$ cat src/rtl/nic_buf_if.sv
// nic_buf_if: processor register port and router ring link of nic_buf.
// Bit 0 of every data word is the MSB.
interface nic_buf_if #(parameter int DATA_W = 64);
  logic [1:0] addr;
  logic [0:DATA_W-1] d_in, d_out, net_di, net_do;
  logic nicEn, nicWrEn, net_si, net_ri, net_so, net_ro, net_polarity;
  modport slave(
    input  addr, d_in, nicEn, nicWrEn, net_si, net_di, net_ro, net_polarity,
    output d_out, net_ri, net_so, net_do
  );
  modport master(
    output addr, d_in, nicEn, nicWrEn, net_si, net_di, net_ro, net_polarity,
    input  d_out, net_ri, net_so, net_do
  );
endinterface

$ cat src/rtl/nic_buf.sv
// nic_buf: NIC with router->processor IN FIFO and processor->router OUT FIFO.
// Define NIC_STATUS_COUNT_EN to make status reads return occupancy counts instead of flags.
module nic_buf #(
  parameter int DATA_W = 64,
  parameter int DEPTH = 4
) (
  input logic clk,
  input logic reset,
  nic_buf_if.slave bus
);
  localparam int AW = $clog2(DEPTH);
  localparam int CW = AW + 1;
  logic [0:DATA_W-1] in_mem [DEPTH];
  logic [0:DATA_W-1] out_mem [DEPTH];
  logic [AW-1:0] in_rp, in_wp, out_rp, out_wp;
  logic [CW-1:0] in_cnt, out_cnt;
  logic in_ne, out_ne, out_full, rd, in_push, in_pop, out_push, out_pop;
  logic [0:DATA_W-1] in_head, in_stat, out_stat;
  assign in_ne = in_cnt != '0;
  assign out_ne = out_cnt != '0;
  assign out_full = out_cnt == CW'(DEPTH);
  assign rd = bus.nicEn & ~bus.nicWrEn;
  assign bus.net_ri = in_cnt < CW'(DEPTH);
  assign in_push = reset & bus.net_si & bus.net_ri;
  assign in_pop = rd & (bus.addr == 2'd0) & in_ne;
  // A write to a full OUT is dropped even if the ring drains it on the same edge.
  assign out_push = reset & bus.nicEn & bus.nicWrEn & (bus.addr == 2'd2) & ~out_full;
  assign bus.net_do = out_ne ? out_mem[out_rp] : '0;
  // Only the head may leave; a polarity mismatch stalls the whole OUT queue.
  assign bus.net_so = out_ne & bus.net_ro & (bus.net_do[0] == bus.net_polarity);
  assign out_pop = bus.net_so;
  assign in_head = in_ne ? in_mem[in_rp] : '0;
`ifdef NIC_STATUS_COUNT_EN
  assign in_stat = DATA_W'(in_cnt);
  assign out_stat = DATA_W'(out_cnt);
`else
  assign in_stat = DATA_W'(in_ne);
  assign out_stat = DATA_W'(out_full);
`endif
  always_comb
    bus.d_out = !rd ? '0 :
                bus.addr == 2'd0 ? in_head :
                bus.addr == 2'd1 ? in_stat :
                bus.addr == 2'd3 ? out_stat : '0;
  always_ff @(posedge clk or negedge reset)
    if (!reset) begin
      in_rp <= '0;
      in_wp <= '0;
      in_cnt <= '0;
      out_rp <= '0;
      out_wp <= '0;
      out_cnt <= '0;
    end else begin
      if (in_push) in_wp <= in_wp + AW'(1);
      if (in_pop) in_rp <= in_rp + AW'(1);
      if (out_push) out_wp <= out_wp + AW'(1);
      if (out_pop) out_rp <= out_rp + AW'(1);
      in_cnt <= in_cnt + CW'(in_push) - CW'(in_pop);
      out_cnt <= out_cnt + CW'(out_push) - CW'(out_pop);
    end
  always_ff @(posedge clk) begin
    if (in_push) in_mem[in_wp] <= bus.net_di;
    if (out_push) out_mem[out_wp] <= bus.d_in;
  end
endmodule

$ cat src/flat_wrapper.sv
// flat-port wrapper written by rule: the top's interface ports become plain ports
module nic_buf_flat 
#(
  parameter int DATA_W = 64,
  parameter int DEPTH = 4
)
  (clk, reset, bus_addr, bus_d_in, bus_nicEn, bus_nicWrEn, bus_net_si, bus_net_di, bus_net_ro, bus_net_polarity, bus_d_out, bus_net_ri, bus_net_so, bus_net_do);
  nic_buf_if #(.DATA_W(DATA_W)) bus_i ();
  input logic clk;
  input logic reset;
  input wire logic [$bits(bus_i.addr)-1:0] bus_addr;
  input wire logic [$bits(bus_i.d_in)-1:0] bus_d_in;
  input wire logic [$bits(bus_i.nicEn)-1:0] bus_nicEn;
  input wire logic [$bits(bus_i.nicWrEn)-1:0] bus_nicWrEn;
  input wire logic [$bits(bus_i.net_si)-1:0] bus_net_si;
  input wire logic [$bits(bus_i.net_di)-1:0] bus_net_di;
  input wire logic [$bits(bus_i.net_ro)-1:0] bus_net_ro;
  input wire logic [$bits(bus_i.net_polarity)-1:0] bus_net_polarity;
  output wire logic [$bits(bus_i.d_out)-1:0] bus_d_out;
  output wire logic [$bits(bus_i.net_ri)-1:0] bus_net_ri;
  output wire logic [$bits(bus_i.net_so)-1:0] bus_net_so;
  output wire logic [$bits(bus_i.net_do)-1:0] bus_net_do;
  assign bus_i.addr = bus_addr;
  assign bus_i.d_in = bus_d_in;
  assign bus_i.nicEn = bus_nicEn;
  assign bus_i.nicWrEn = bus_nicWrEn;
  assign bus_i.net_si = bus_net_si;
  assign bus_i.net_di = bus_net_di;
  assign bus_i.net_ro = bus_net_ro;
  assign bus_i.net_polarity = bus_net_polarity;
  assign bus_d_out = bus_i.d_out;
  assign bus_net_ri = bus_i.net_ri;
  assign bus_net_so = bus_i.net_so;
  assign bus_net_do = bus_i.net_do;
  nic_buf #(.DATA_W(DATA_W), .DEPTH(DEPTH)) u_core (.clk(clk), .reset(reset), .bus(bus_i));
endmodule
$ cat config.mk
export PLATFORM = sky130hd
export DESIGN_NAME = nic_buf_flat
export DESIGN_NICKNAME = d
export VERILOG_FILES = /design/src/rtl/nic_buf_if.sv /design/src/rtl/nic_buf.sv /design/src/flat_wrapper.sv
export SDC_FILE = /design/constraint.sdc
export NUM_CORES = 1
export LEC_CHECK = 0
export ABC_CLOCK_PERIOD_IN_PS = 4200
export BUFFER_PORTS_ARGS = -buffer_cell sky130_fd_sc_hd__buf_2
export CORE_MARGIN = 2
export CORE_UTILIZATION = 60
export CTS_BUF_LIST = sky130_fd_sc_hd__clkbuf_4 sky130_fd_sc_hd__clkbuf_8
export DETAILED_ROUTE_END_ITERATION = 8
export PLACE_DENSITY = 0.89
export SETUP_SLACK_MARGIN = 0.05
export SYNTH_ARGS = -nofsm -noshare
export SYNTH_HDL_FRONTEND = slang
export SYNTH_SLANG_ARGS = --single-unit
$ cat constraint.sdc
create_clock -name clk -period 4.2 [get_ports clk]
set_input_delay 0.63 -clock clk [delete_from_list [all_inputs] [get_ports clk]]
set_output_delay 0.63 -clock clk [all_outputs]
set_load 0.005 [all_outputs]
==> out/summary.log, run 1 <==
qor: status.run_status completed
qor: critical_path.worst-path-max-fanout 32
qor: synthesis.post_synthesis_sequential_element_count 526
qor: drt.drc_errors_left 0
qor: floorplanning.chipHeight 187.5 um
qor: synthesis.largest_area_contributor_in_the_netlist edfxtp_1
qor: sta.period_utilization 81.33%
qor: sta.finalWorstSetupSlack 0.7843 ns
qor: place.buffers_added_on_ports 266
qor: floorplanning.floorplan.die_area 35170 sq um
qor: clocking.tritoncts done
qor: drt.drt_iter0_markers 709
qor: drt.vias 9908
qor: critical_path.critical_path.max_stage_delay 0.85 ns
qor: place.dp.cells 1579
qor: final_layout.final_layout_size_suffix_gt1_share 43.51%
qor: drt.totalWireLength 38860 um
qor: drt.postRouteAntennaNets 0
qor: critical_path.endpoint_required_time_on_the_critical_path 3.57 ns
qor: critical_path.critical_path.reg2reg.endpoint u_core.out_cnt[2]$_DFF_PN0_
qor: critical_path.worst-setup-path-type reg2out
qor: grt.top_usage_layer met2
qor: sta.clock_skew 0.02957 ns
qor: grt.grt_start_max_net_pins 65
qor: power.power-per-cell-area 576.7 nW/um^2
qor: floorplanning.row_count 67
qor: final_layout.finish.cell_count_without_fillers 1729
qor: final_layout.final_design_area_no_fill 23650 sq um
qor: grt.global_routing_usage_on_met2 37.49%
qor: final_layout.layout_commonest_cell edfxtp_1
qor: flow_run.number_of_violations_of_the_max_capacitance_limit 0
qor: critical_path.cp_cell_sequence buf_4 > mux4_2 > and2_1 > buf_2
qor: synthesis.synth-seq-area-share 77.80%
qor: final_layout.design.final.nets 1367
qor: critical_path.critical_path.startpoint_type flip-flop
qor: sta.max_slew.worst_pin.slew 1.008 ns
qor: clocking.tritoncts.num_buffers 82
qor: grt.vias_in_the_first_global_route 10580
qor: critical_path.path_buf_inv 2
qor: drt.avgViaCountPerCell 5.730
qor: clocking.clock_tree.buffer_depth 3
qor: critical_path.r2r.worst_path.cells 11
qor: synthesis.ys_warn_count 0
qor: grt.grt.total_usage 22.36%
qor: grt.met1_track_demand_over_resource_in_global_routing 27.90%
qor: clocking.cts_root_buffer clkbuf_8
qor: critical_path.register_to_register_setup_slack 1.41 ns
qor: critical_path.cell_class_contributing_the_biggest_share_of_worst_path_delay flip-flops
qor: floorplanning.initial_core_util 60.58%
qor: grt.grt.overflow.total 0
qor: clocking.post_cts_resize_count 0
qor: floorplanning.io_pins 267
qor: critical_path.critical_path.reg2reg.startpoint u_core.out_rp[1]$_DFFE_PN0P_
qor: clocking.htreeDepth 3
qor: synthesis.yosys-top-cells-area edfxtp_1 76%, mux4_2 14%, and2_1 2.2%
qor: sta.timing.slew.headroom 32.78%
qor: power.worst_ir_drop_vdd 0.4473 mV
qor: sta.hold_violations 0
qor: place.place_hpwl 23870 um
qor: synthesis.synthesis.area_per_instance 22.56 sq um
qor: grt.global_route_wire_length_before_repair 58660 um
qor: sta.max_fclk 0.2928 GHz
qor: synthesis.post-synth-top-area-fraction 76.07%
qor: min_path.worst_min_delay_path_startpoint bus_net_di[9]
qor: sta.setup-tns-final 0 ns
qor: clocking.numClockSinks 526
qor: floorplanning.die_width 187.5 um
qor: sta.post-route-min-period 3.416 ns
qor: final_layout.most-common-layout-cells 512 x edfxtp_1, 266 x buf_2, 127 x mux4_2
qor: clocking.postCtsSetupBuffers 0
qor: grt.grtUsageMet3 7.674%
qor: clocking.number_of_hold_buffers_added_after_cts 1
qor: drt.firstDrtPassIters 5
qor: power.p_leak 8.325 nW
qor: clocking.clkTransAtPathRegs 0.06 ns
qor: min_path.worst_hold_path.num_cells 1
qor: place.placement.cell_area 22060 sq um
qor: drt.routed_wire_per_std_cell 22.48 um
qor: min_path.min_to u_core.in_mem[2][9]$_DFFE_PP_
qor: min_path.holdCritPathClass in2reg
qor: synthesis.syn_area 20210 sq um
qor: sta.unrepaired_setup_endpoints_after_global_routing false
qor: final_layout.area_delta_synth_final 17.01%
qor: critical_path.crit_arrival 2.79 ns
qor: place.pre_cts_ws 1.351 ns
qor: critical_path.cell_type_of_the_slowest_stage_on_the_worst_timing_path dfrtp_4
qor: sta.timing.final.max_slew_violations 0
qor: synthesis.yosysUniqueCellTypes 30
qor: grt.number_of_antenna_violations_at_the_first_check_in_global_routing 13
qor: clocking.clk_latency 0.64 ns
qor: synthesis.net_count_of_the_mapped_netlist 1047
qor: synthesis.synthesis.instances 896
qor: critical_path.endpoint_class_of_the_critical_path output pin
qor: floorplanning.design.core.area 33360 sq um
qor: place.gp_congestion 0.7145
qor: sta.finalSetupViolations 0
power breakdown:
group	switching (mW)	internal [mW]	leakage, nW
Sequential	0.302	6.07	4.78
Clock	1.86	2.18	0.843
Combinational	1.47	1.75	2.71
Total	3.64	10.0	8.33
cell usage after synthesis:
cell type,count
a21oi_1,1
clkbuf_1,19
inv_1,14
nor3_1,2
fa_1,2
mux2_2,2
buf_2,16
nand2b_1,1
nor2b_1,64
mux2i_1,2
nand2b_4,1
nor4_4,1
dfrtp_1,14
ha_1,12
nor3_4,1
o31ai_1,1
edfxtp_1,512
buf_6,8
o21ai_0,2
xor2_1,2
and2_1,71
a32oi_1,1
nor3b_1,1
xnor2_1,10
nand2_1,3
and3_1,1
mux4_2,127
a21o_1,1
buf_4,1
nor2_1,3
state kept, by name (all words and copies together) (netlist names):
name            cells
u_core.in_mem     256
u_core.out_mem    256
u_core.in_cnt       3
u_core.out_cnt      3
u_core.in_rp        2
u_core.in_wp        2
u_core.out_rp       2
u_core.out_wp       2
worst max path at each step:
stage	startpoint	end	slack [ns]	depth (start not counted)
2_1_floorplan	bus_addr[1]	u_core.out_mem[0][0]$_DFFE_PP_	1.09	4
3_3_place_gp	reset	u_core.out_mem[0][49]$_DFFE_PP_	1.36	4
3_5_place_dp	reset	u_core.in_mem[0][21]$_DFFE_PP_	1.35	4
4_1_cts	u_core.in_rp[0]$_DFFE_PN0P_	bus_d_out[27]	0.66	4
5_1_grt	u_core.in_rp[0]$_DFFE_PN0P_	bus_d_out[26]	0.57	4
6_report	u_core.in_rp[0]$_DFFE_PN0P_	bus_d_out[27]	0.78	4
area by class of cell:
cell class / instances / area [sq um]
inverters: 14 / 52.55
fillers: 1979 / 9714
clock inverters: 27 / 156.4
repair buffers: 280 / 1514
multi-input cells: 312 / 4205
well taps: 448 / 560.5
flip-flops and latches: 526 / 15740
diodes: 3 / 7.507
clock buffers: 119 / 1419
worst reg2reg max path: stages (launching register included):
cell and delay, ns:
dfrtp_2 0.67, mux2i_1 0.20, mux2_2 0.33, xnor2_1 0.13, nor2_1 0.17, ha_1 0.26
inv_1 0.06, ha_1 0.13, inv_1 0.05, fa_1 0.39, xnor2_1 0.18, xnor2_1 0.14
per-layer routing:
metal | part of all wire (%) | vias to the layer above
met2 | 51 | 475
li1 | - | 4287
met1 | 37 | 5050
met5 | 0.24 | -
met4 | 1.9 | 16
met3 | 9.9 | 80
stage by stage:
| stage | util [%] | hold WS [ns] | power [mW] |
|---|---|---|---|
| final | 70.88 | 0.2080 | 13.64 |
| after global routing | 70.87 | 0.1749 | 14.27 |
| after CTS | 70.86 | 0.1523 | 13.80 |
| after detailed placement | 66.11 | 0.5380 | 9.762 |
| after global placement | 66.11 | 0.5205 | 9.665 |
| after floorplan | - | 0.3344 | 8.671 |
cells by family after synthesis:
family / Yosys count / synth area share (%)
muxes: 131 / 14.36
buffers and inverters: 58 / 1.492
DFF: 526 / 77.80
xor gates and xnor gates: 12 / 0.5200
AOI/OAI and AO/OA: 6 / 0.1919
adders and majority gates: 14 / 0.9409
and+or+nand+nor: 149 / 4.692
Note: power is estimated with default switching activity, not from simulation.
==> inputs of run 2 (changes only) <==
--- a/config.mk
+++ b/config.mk
@@ -5,7 +5,7 @@
 export SDC_FILE = /design/constraint.sdc
 export NUM_CORES = 1
 export LEC_CHECK = 0
-export ABC_CLOCK_PERIOD_IN_PS = 4200
+export ABC_CLOCK_PERIOD_IN_PS = 3350
 export BUFFER_PORTS_ARGS = -buffer_cell sky130_fd_sc_hd__buf_2
 export CORE_MARGIN = 2
 export CORE_UTILIZATION = 60
==> constraint.sdc (replaced) <==
create_clock -name clk -period 3.35 [get_ports clk]
set_input_delay 0.5025 -clock clk [delete_from_list [all_inputs] [get_ports clk]]
set_output_delay 0.5025 -clock clk [all_outputs]
set_load 0.005 [all_outputs]
==> run 2 against run 1 <==
Critical path depth stayed put; design area grew 0.57%; via count increased by 1.2%; hold slack worse by 0.082 ns; setup slack got worse by 0.51 ns; count of clock-buffer cells in the layout decreased by 9; combinational power rose by 30%; clock skew fell by 0.0039 ns; cell count increased by 0.46%; sequential share of layout area fell by 0.37 points; critical path type unchanged; critical endpoint is now bus_net_do[36]; largest power group unchanged.
==> out/summary.log, run 2 (synthesis gave the netlist of run 1 again) <==
qor: floorplanning.row_count 67
qor: grt.grt.overflow.total 0
qor: critical_path.endpoint_class_of_the_critical_path output pin
qor: final_layout.final_design_area_no_fill 23780 sq um
qor: critical_path.cp_cell_sequence buf_4 > mux4_2 > nor2b_1 > buf_2
qor: clocking.postCtsSetupBuffers 0
qor: clocking.cts_root_buffer clkbuf_8
qor: min_path.holdCritPathClass in2reg
qor: critical_path.critical_path.startpoint_type flip-flop
qor: grt.vias_in_the_first_global_route 10410
qor: place.dp.cells 1596
qor: critical_path.worst-path-max-fanout 57
qor: grt.global_route_wire_length_before_repair 59550 um
qor: sta.setup-tns-final 0 ns
qor: drt.vias 10020
qor: floorplanning.chipHeight 187.5 um
qor: critical_path.path_buf_inv 2
qor: sta.max_fclk 0.3246 GHz
qor: final_layout.reg.largest.list u_core.in_mem: 256 flops, u_core.out_mem: 256 flops
qor: final_layout.most-common-layout-cells 512 x edfxtp_1, 266 x buf_2, 127 x mux4_2
qor: critical_path.crit_arrival 2.58 ns
qor: sta.unrepaired_setup_endpoints_after_global_routing false
qor: floorplanning.io_pins 267
qor: power.worst_ir_drop_vdd 0.5102 mV
qor: sta.period_utilization 91.95%
qor: grt.grt.total_usage 22.51%
qor: place.place_hpwl 24890 um
qor: final_layout.finish.cell_count_without_fillers 1737
qor: sta.finalSetupViolations 0
qor: clocking.number_of_hold_buffers_added_after_cts 1
qor: power.p_leak 8.376 nW
qor: critical_path.cell_class_contributing_the_biggest_share_of_worst_path_delay buffers and inverters
qor: clocking.clock_tree.buffer_depth 3
qor: clocking.numClockSinks 526
qor: final_layout.design.final.nets 1383
qor: sta.max_slew.worst_pin.slew 0.8423 ns
qor: flow_run.number_of_violations_of_the_max_capacitance_limit 0
qor: sta.timing.final.max_slew_violations 0
qor: grt.number_of_antenna_violations_at_the_first_check_in_global_routing 12
qor: sta.timing.slew.headroom 43.85%
qor: final_layout.area_delta_synth_final 17.67%
qor: grt.grt_start_max_net_pins 65
qor: critical_path.endpoint_required_time_on_the_critical_path 2.85 ns
qor: drt.avgViaCountPerCell 5.770
qor: floorplanning.design.core.area 33360 sq um
qor: sta.clock_skew 0.02566 ns
qor: status.run_status completed
qor: place.placement.cell_area 22270 sq um
qor: power.design_power_total 17.04 mW
qor: critical_path.critical_path.max_stage_delay 0.69 ns
qor: clocking.clkTransAtPathRegs 0.06 ns
qor: floorplanning.floorplan.die_area 35170 sq um
qor: sta.hold_violations 0
qor: floorplanning.initial_core_util 60.58%
qor: drt.firstDrtPassIters 5
qor: final_layout.layout_commonest_cell edfxtp_1
qor: clocking.htreeDepth 3
qor: sta.post-route-min-period 3.080 ns
qor: critical_path.cell_type_of_the_slowest_stage_on_the_worst_timing_path buf_4
qor: clocking.post_cts_resize_count 0
qor: clocking.tritoncts.num_buffers 81
qor: drt.routed_wire_per_std_cell 22.68 um
qor: power.power-per-cell-area 716.5 nW/um^2
qor: critical_path.worst-setup-path-type reg2out
qor: drt.drt_iter0_markers 774
qor: drt.drc_errors_left 0
qor: floorplanning.die_width 187.5 um
qor: clocking.tritoncts done
qor: sta.finalWorstSetupSlack 0.2696 ns
qor: place.pre_cts_ws 0.7935 ns
qor: final_layout.final_layout_size_suffix_gt1_share 43.27%
qor: place.buffers_added_on_ports 266
qor: clocking.clk_latency 0.58 ns
qor: drt.postRouteAntennaNets 0
qor: drt.totalWireLength 39390 um
qor: place.gp_congestion 0.7257
[run 2: changes by cell type in the layout (fill, tap and decap cells not counted), moves of 5 or more]
cell | previous run | this run
buf_4 | 7 | 17
clkbuf_4 | 35 | 25
buf_12 | 6 | 13
clkinv_1 | 14 | 21
clkinv_2 | 7 | 2
[run 2: report_power, final]
group	internal, mW	switching, mW	leakage [nW]
logic	2.26	1.92	2.82
clock network	2.68	2.24	0.781
registers	7.61	0.329	4.78
[run 2: routing by layer]
metal,global-route usage [%],vias to the layer above,part of all wire [%]
li1,-,4308,-
met1,29.46,5115,38
met2,37.22,497,50
met3,6.625,86,9.0
met4,6.784,16,2.0
met5,0,-,0.25
[run 2: per-stage QoR]
step	hold WS, ns	util [%]
floorplan	0.2069	-
global placement	0.3717	66.76
detailed placement	0.3692	66.76
CTS	0.07394	71.26
global route	0.09255	71.27
finish	0.1259	71.29
[run 2: layout make-up]
type | count | area [sq um]
antenna | 4 | 10.01
clock buffer | 110 | 1358
clock inverter | 26 | 133.9
fill | 1946 | 9580
inverter | 14 | 52.55
multi-input combinational | 312 | 4205
sequential | 526 | 15740
tap | 448 | 560.5
timing repair buffer | 297 | 1729
[run 2: worst paths after layout]
kind                                         startpoint                               to  slack, ns  cells after the start
setup / recovery           u_core.out_rp[1]$_DFFE_PN0P_                   bus_net_do[36]       0.27                      4
hold / removal                             bus_d_in[16]  u_core.out_mem[1][16]$_DFFE_PP_       0.13                      1
setup reg to reg           u_core.out_rp[1]$_DFFE_PN0P_      u_core.out_cnt[2]$_DFF_PN0_       0.82                     11
hold reg to reg              u_core.in_cnt[1]$_DFF_PN0_       u_core.in_cnt[2]$_DFF_PN0_       0.55                      1
max in group asynchronous                         reset     u_core.out_rp[0]$_DFFE_PN0P_       2.60                      3
min in group asynchronous                         reset      u_core.in_rp[1]$_DFFE_PN0P_       0.33                      2
==> inputs of run 3 (changes only) <==
--- a/config.mk
+++ b/config.mk
@@ -7,9 +7,12 @@
 export LEC_CHECK = 0
 export ABC_CLOCK_PERIOD_IN_PS = 3350
 export BUFFER_PORTS_ARGS = -buffer_cell sky130_fd_sc_hd__buf_2
+export CELL_PAD_IN_SITES_DETAIL_PLACEMENT = 1
+export CELL_PAD_IN_SITES_GLOBAL_PLACEMENT = 1
 export CORE_MARGIN = 2
-export CORE_UTILIZATION = 60
+export CORE_UTILIZATION = 52
 export CTS_BUF_LIST = sky130_fd_sc_hd__clkbuf_4 sky130_fd_sc_hd__clkbuf_8
+export CTS_CLUSTER_SIZE = 40
 export DETAILED_ROUTE_END_ITERATION = 8
 export PLACE_DENSITY = 0.89
 export SETUP_SLACK_MARGIN = 0.05
==> run 3 against run 2 <==
Non-clock buffer count shrank 6; clock skew shrank 0.0024 ns; fmax grew 1.8%; hold slack lost 0.059 ns; critical endpoint is now bus_d_out[18]; sequential share of layout area shrank 0.60 points; setup slack gained 0.054 ns; cell count grew 4.9%; clock power grew 12%.
==> out/summary.log, run 3 (synthesis gave the netlist of run 1 again) <==
qor: critical_path.crit_arrival 2.52 ns
qor: clocking.clk_latency 0.63 ns
qor: floorplanning.initial_core_util 52.54%
qor: grt.number_of_antenna_violations_at_the_first_check_in_global_routing 6
qor: final_layout.most-common-layout-cells 512 x edfxtp_1, 266 x buf_2, 127 x mux4_2
qor: critical_path.critical_path.reg2reg.startpoint u_core.out_rp[1]$_DFFE_PN0P_
qor: power.switching_share 27.17%
qor: sta.post-route-min-period 3.026 ns
qor: place.gp_congestion 0.7537
qor: clocking.htreeDepth 3
qor: critical_path.register_to_register_setup_slack 0.68 ns
qor: min_path.holdCritPathClass in2reg
qor: place.dp.cells 1660
qor: power.clock_power_share 31.2%
qor: final_layout.area_delta_synth_final 18.76%
qor: critical_path.worst-setup-path-type reg2out
qor: clocking.numClockSinks 526
qor: status.run_status completed
qor: power.netSwitchingPower 4.789 mW
qor: final_layout.design.final.nets 1381
qor: floorplanning.row_count 72
qor: final_layout.layout_commonest_cell edfxtp_1
qor: place.buffers_added_on_ports 266
qor: drt.totalWireLength 45080 um
qor: critical_path.worst-path-max-fanout 27
qor: grt.met1_track_demand_over_resource_in_global_routing 28.93%
qor: critical_path.r2r.worst_path.cells 11
qor: sta.timing.slew.headroom 49.21%
qor: sta.max_fclk 0.3305 GHz
qor: flow_run.number_of_violations_of_the_max_capacitance_limit 0
qor: final_layout.finish.utilization 62.40%
qor: floorplanning.design.core.area 38470 sq um
qor: critical_path.critical_path.startpoint_type flip-flop
qor: clocking.postCtsSetupBuffers 0
qor: floorplanning.chipHeight 201.2 um
qor: clocking.clock_tree.buffer_depth 3
qor: final_layout.final_layout_size_suffix_gt1_share 43.73%
qor: sta.finalSetupViolations 0
qor: power.design_power_total 17.62 mW
qor: drt.postRouteAntennaNets 0
qor: final_layout.reg.largest.list u_core.in_mem: 256 flops, u_core.out_mem: 256 flops
qor: min_path.min_to u_core.in_mem[2][32]$_DFFE_PP_
qor: critical_path.endpoint_class_of_the_critical_path output pin
qor: final_layout.num-fill-cells 3290
qor: floorplanning.floorplan.die_area 40460 sq um
qor: place.place_hpwl 27820 um
qor: clocking.clkTransAtPathRegs 0.06 ns
qor: sta.period_utilization 90.33%
qor: grt.grt.overflow.total 0
qor: power.p_comb_share 24.3%
qor: min_path.worst_hold_path.num_cells 1
qor: floorplanning.die_width 201.2 um
qor: grt.grtUsageMet3 7.208%
qor: sta.clock_skew 0.02323 ns
qor: power.power.sequential.fraction 44.6%
qor: sta.setup-tns-final 0 ns
qor: drt.avgViaCountPerCell 5.485
qor: grt.global_routing_usage_on_met2 37.75%
qor: floorplanning.io_pins 267
qor: final_layout.final-seq-area 15740 sq um
qor: sta.hold_violations 0
qor: power.power-per-cell-area 734.3 nW/um^2
qor: final_layout.finish.cell_count_without_fillers 1822
qor: drt.routed_wire_per_std_cell 24.74 um
qor: drt.firstDrtPassIters 5
qor: min_path.worst_min_delay_path_startpoint bus_net_di[32]
qor: final_layout.multi_input_area 4210 sq um
qor: clocking.tritoncts done
qor: power.worst_ir_drop_vdd 0.5175 mV
qor: grt.grt.total_usage 23.02%
qor: grt.grt_start_max_net_pins 67
qor: power.internal-power 12.84 mW
qor: clocking.tritoncts.num_buffers 85
qor: critical_path.critical_path.reg2reg.endpoint u_core.out_cnt[2]$_DFF_PN0_
qor: sta.unrepaired_setup_endpoints_after_global_routing false
qor: power.p_leak 8.458 nW
qor: drt.drc_errors_left 0
qor: critical_path.endpoint_required_time_on_the_critical_path 2.85 ns
qor: sta.timing.final.max_slew_violations 0
qor: sta.max_slew.worst_pin.slew 0.7618 ns
qor: grt.global_route_wire_length_before_repair 68710 um
qor: drt.vias 9993
qor: drt.drt_iter0_markers 616
qor: grt.top_usage_layer met2
qor: clocking.cts_root_buffer clkbuf_8
qor: grt.vias_in_the_first_global_route 11140
-- run 3: worst max path at each step --
stage                            startpoint                         endpoint  slack, ns  cells after the start
5_1_grt         u_core.in_rp[0]$_DFFE_PN0P_                    bus_d_out[18]       0.18                      4
2_1_floorplan                   bus_addr[1]   u_core.out_mem[0][0]$_DFFE_PP_       0.37                      4
3_5_place_dp                          reset  u_core.out_mem[2][27]$_DFFE_PP_       0.63                      5
4_1_cts        u_core.out_rp[1]$_DFFE_PN0P_                   bus_net_do[12]       0.06                      4
3_3_place_gp                          reset  u_core.out_mem[2][36]$_DFFE_PP_       0.71                      5
6_report        u_core.in_rp[0]$_DFFE_PN0P_                    bus_d_out[18]       0.32                      4
-- run 3: routing by layer --
layer	share of wire (%)	wire length [um]
met4	3.0	1363
met5	0.073	33
met3	7.9	3560
met2	51	22850
met1	38	17270
-- run 3: cell type report --
class                           instances  area share, %
Clock buffer                          115          5.916
Antenna cell                            5        0.05213
Multi-Input combinational cell        312          17.54
Tap cell                              518          2.700
Clock inverter                         41          1.089
Inverter                               14         0.2189
Sequential cell                       526          65.55
Timing Repair Buffer                  291          6.928
-- run 3: power groups by stage --
stage,sequential (mW),clock [mW],combinational (mW)
CTS,7.86,5.62,4.38
finish,7.85,5.49,4.28
detailed placement,7.99,0,4.34
global placement,7.95,0,4.20
floorplan,7.84,0,3.03
global route,7.90,5.87,4.65
-- run 3: what timing repair did --
action                                 in CTS  in global routing
endpoints found under the hold margin      14                  0
hold buffers                                1                  0
resized for setup                           0                  1
setup endpoints to repair                   0                 39
-- run 3: critical path, cell delays in order (launching register included) --
cell     delay, ns
dfrtp_4       0.66
buf_12        0.30
mux4_2        0.57
and2_1        0.21
buf_2         0.15
-- run 3: metrics by stage --
step / area, sq um / hold WS (ns) / setup WS (ns)
after floorplan: 20210 / 0.2069 / 0.3690
after global placement: 22300 / 0.4470 / 0.7130
after detailed placement: 22300 / 0.4560 / 0.6268
after CTS: 23990 / 0.01766 / 0.05545
after global routing: 24000 / 0.03082 / 0.1831
final: 24000 / 0.06726 / 0.3238
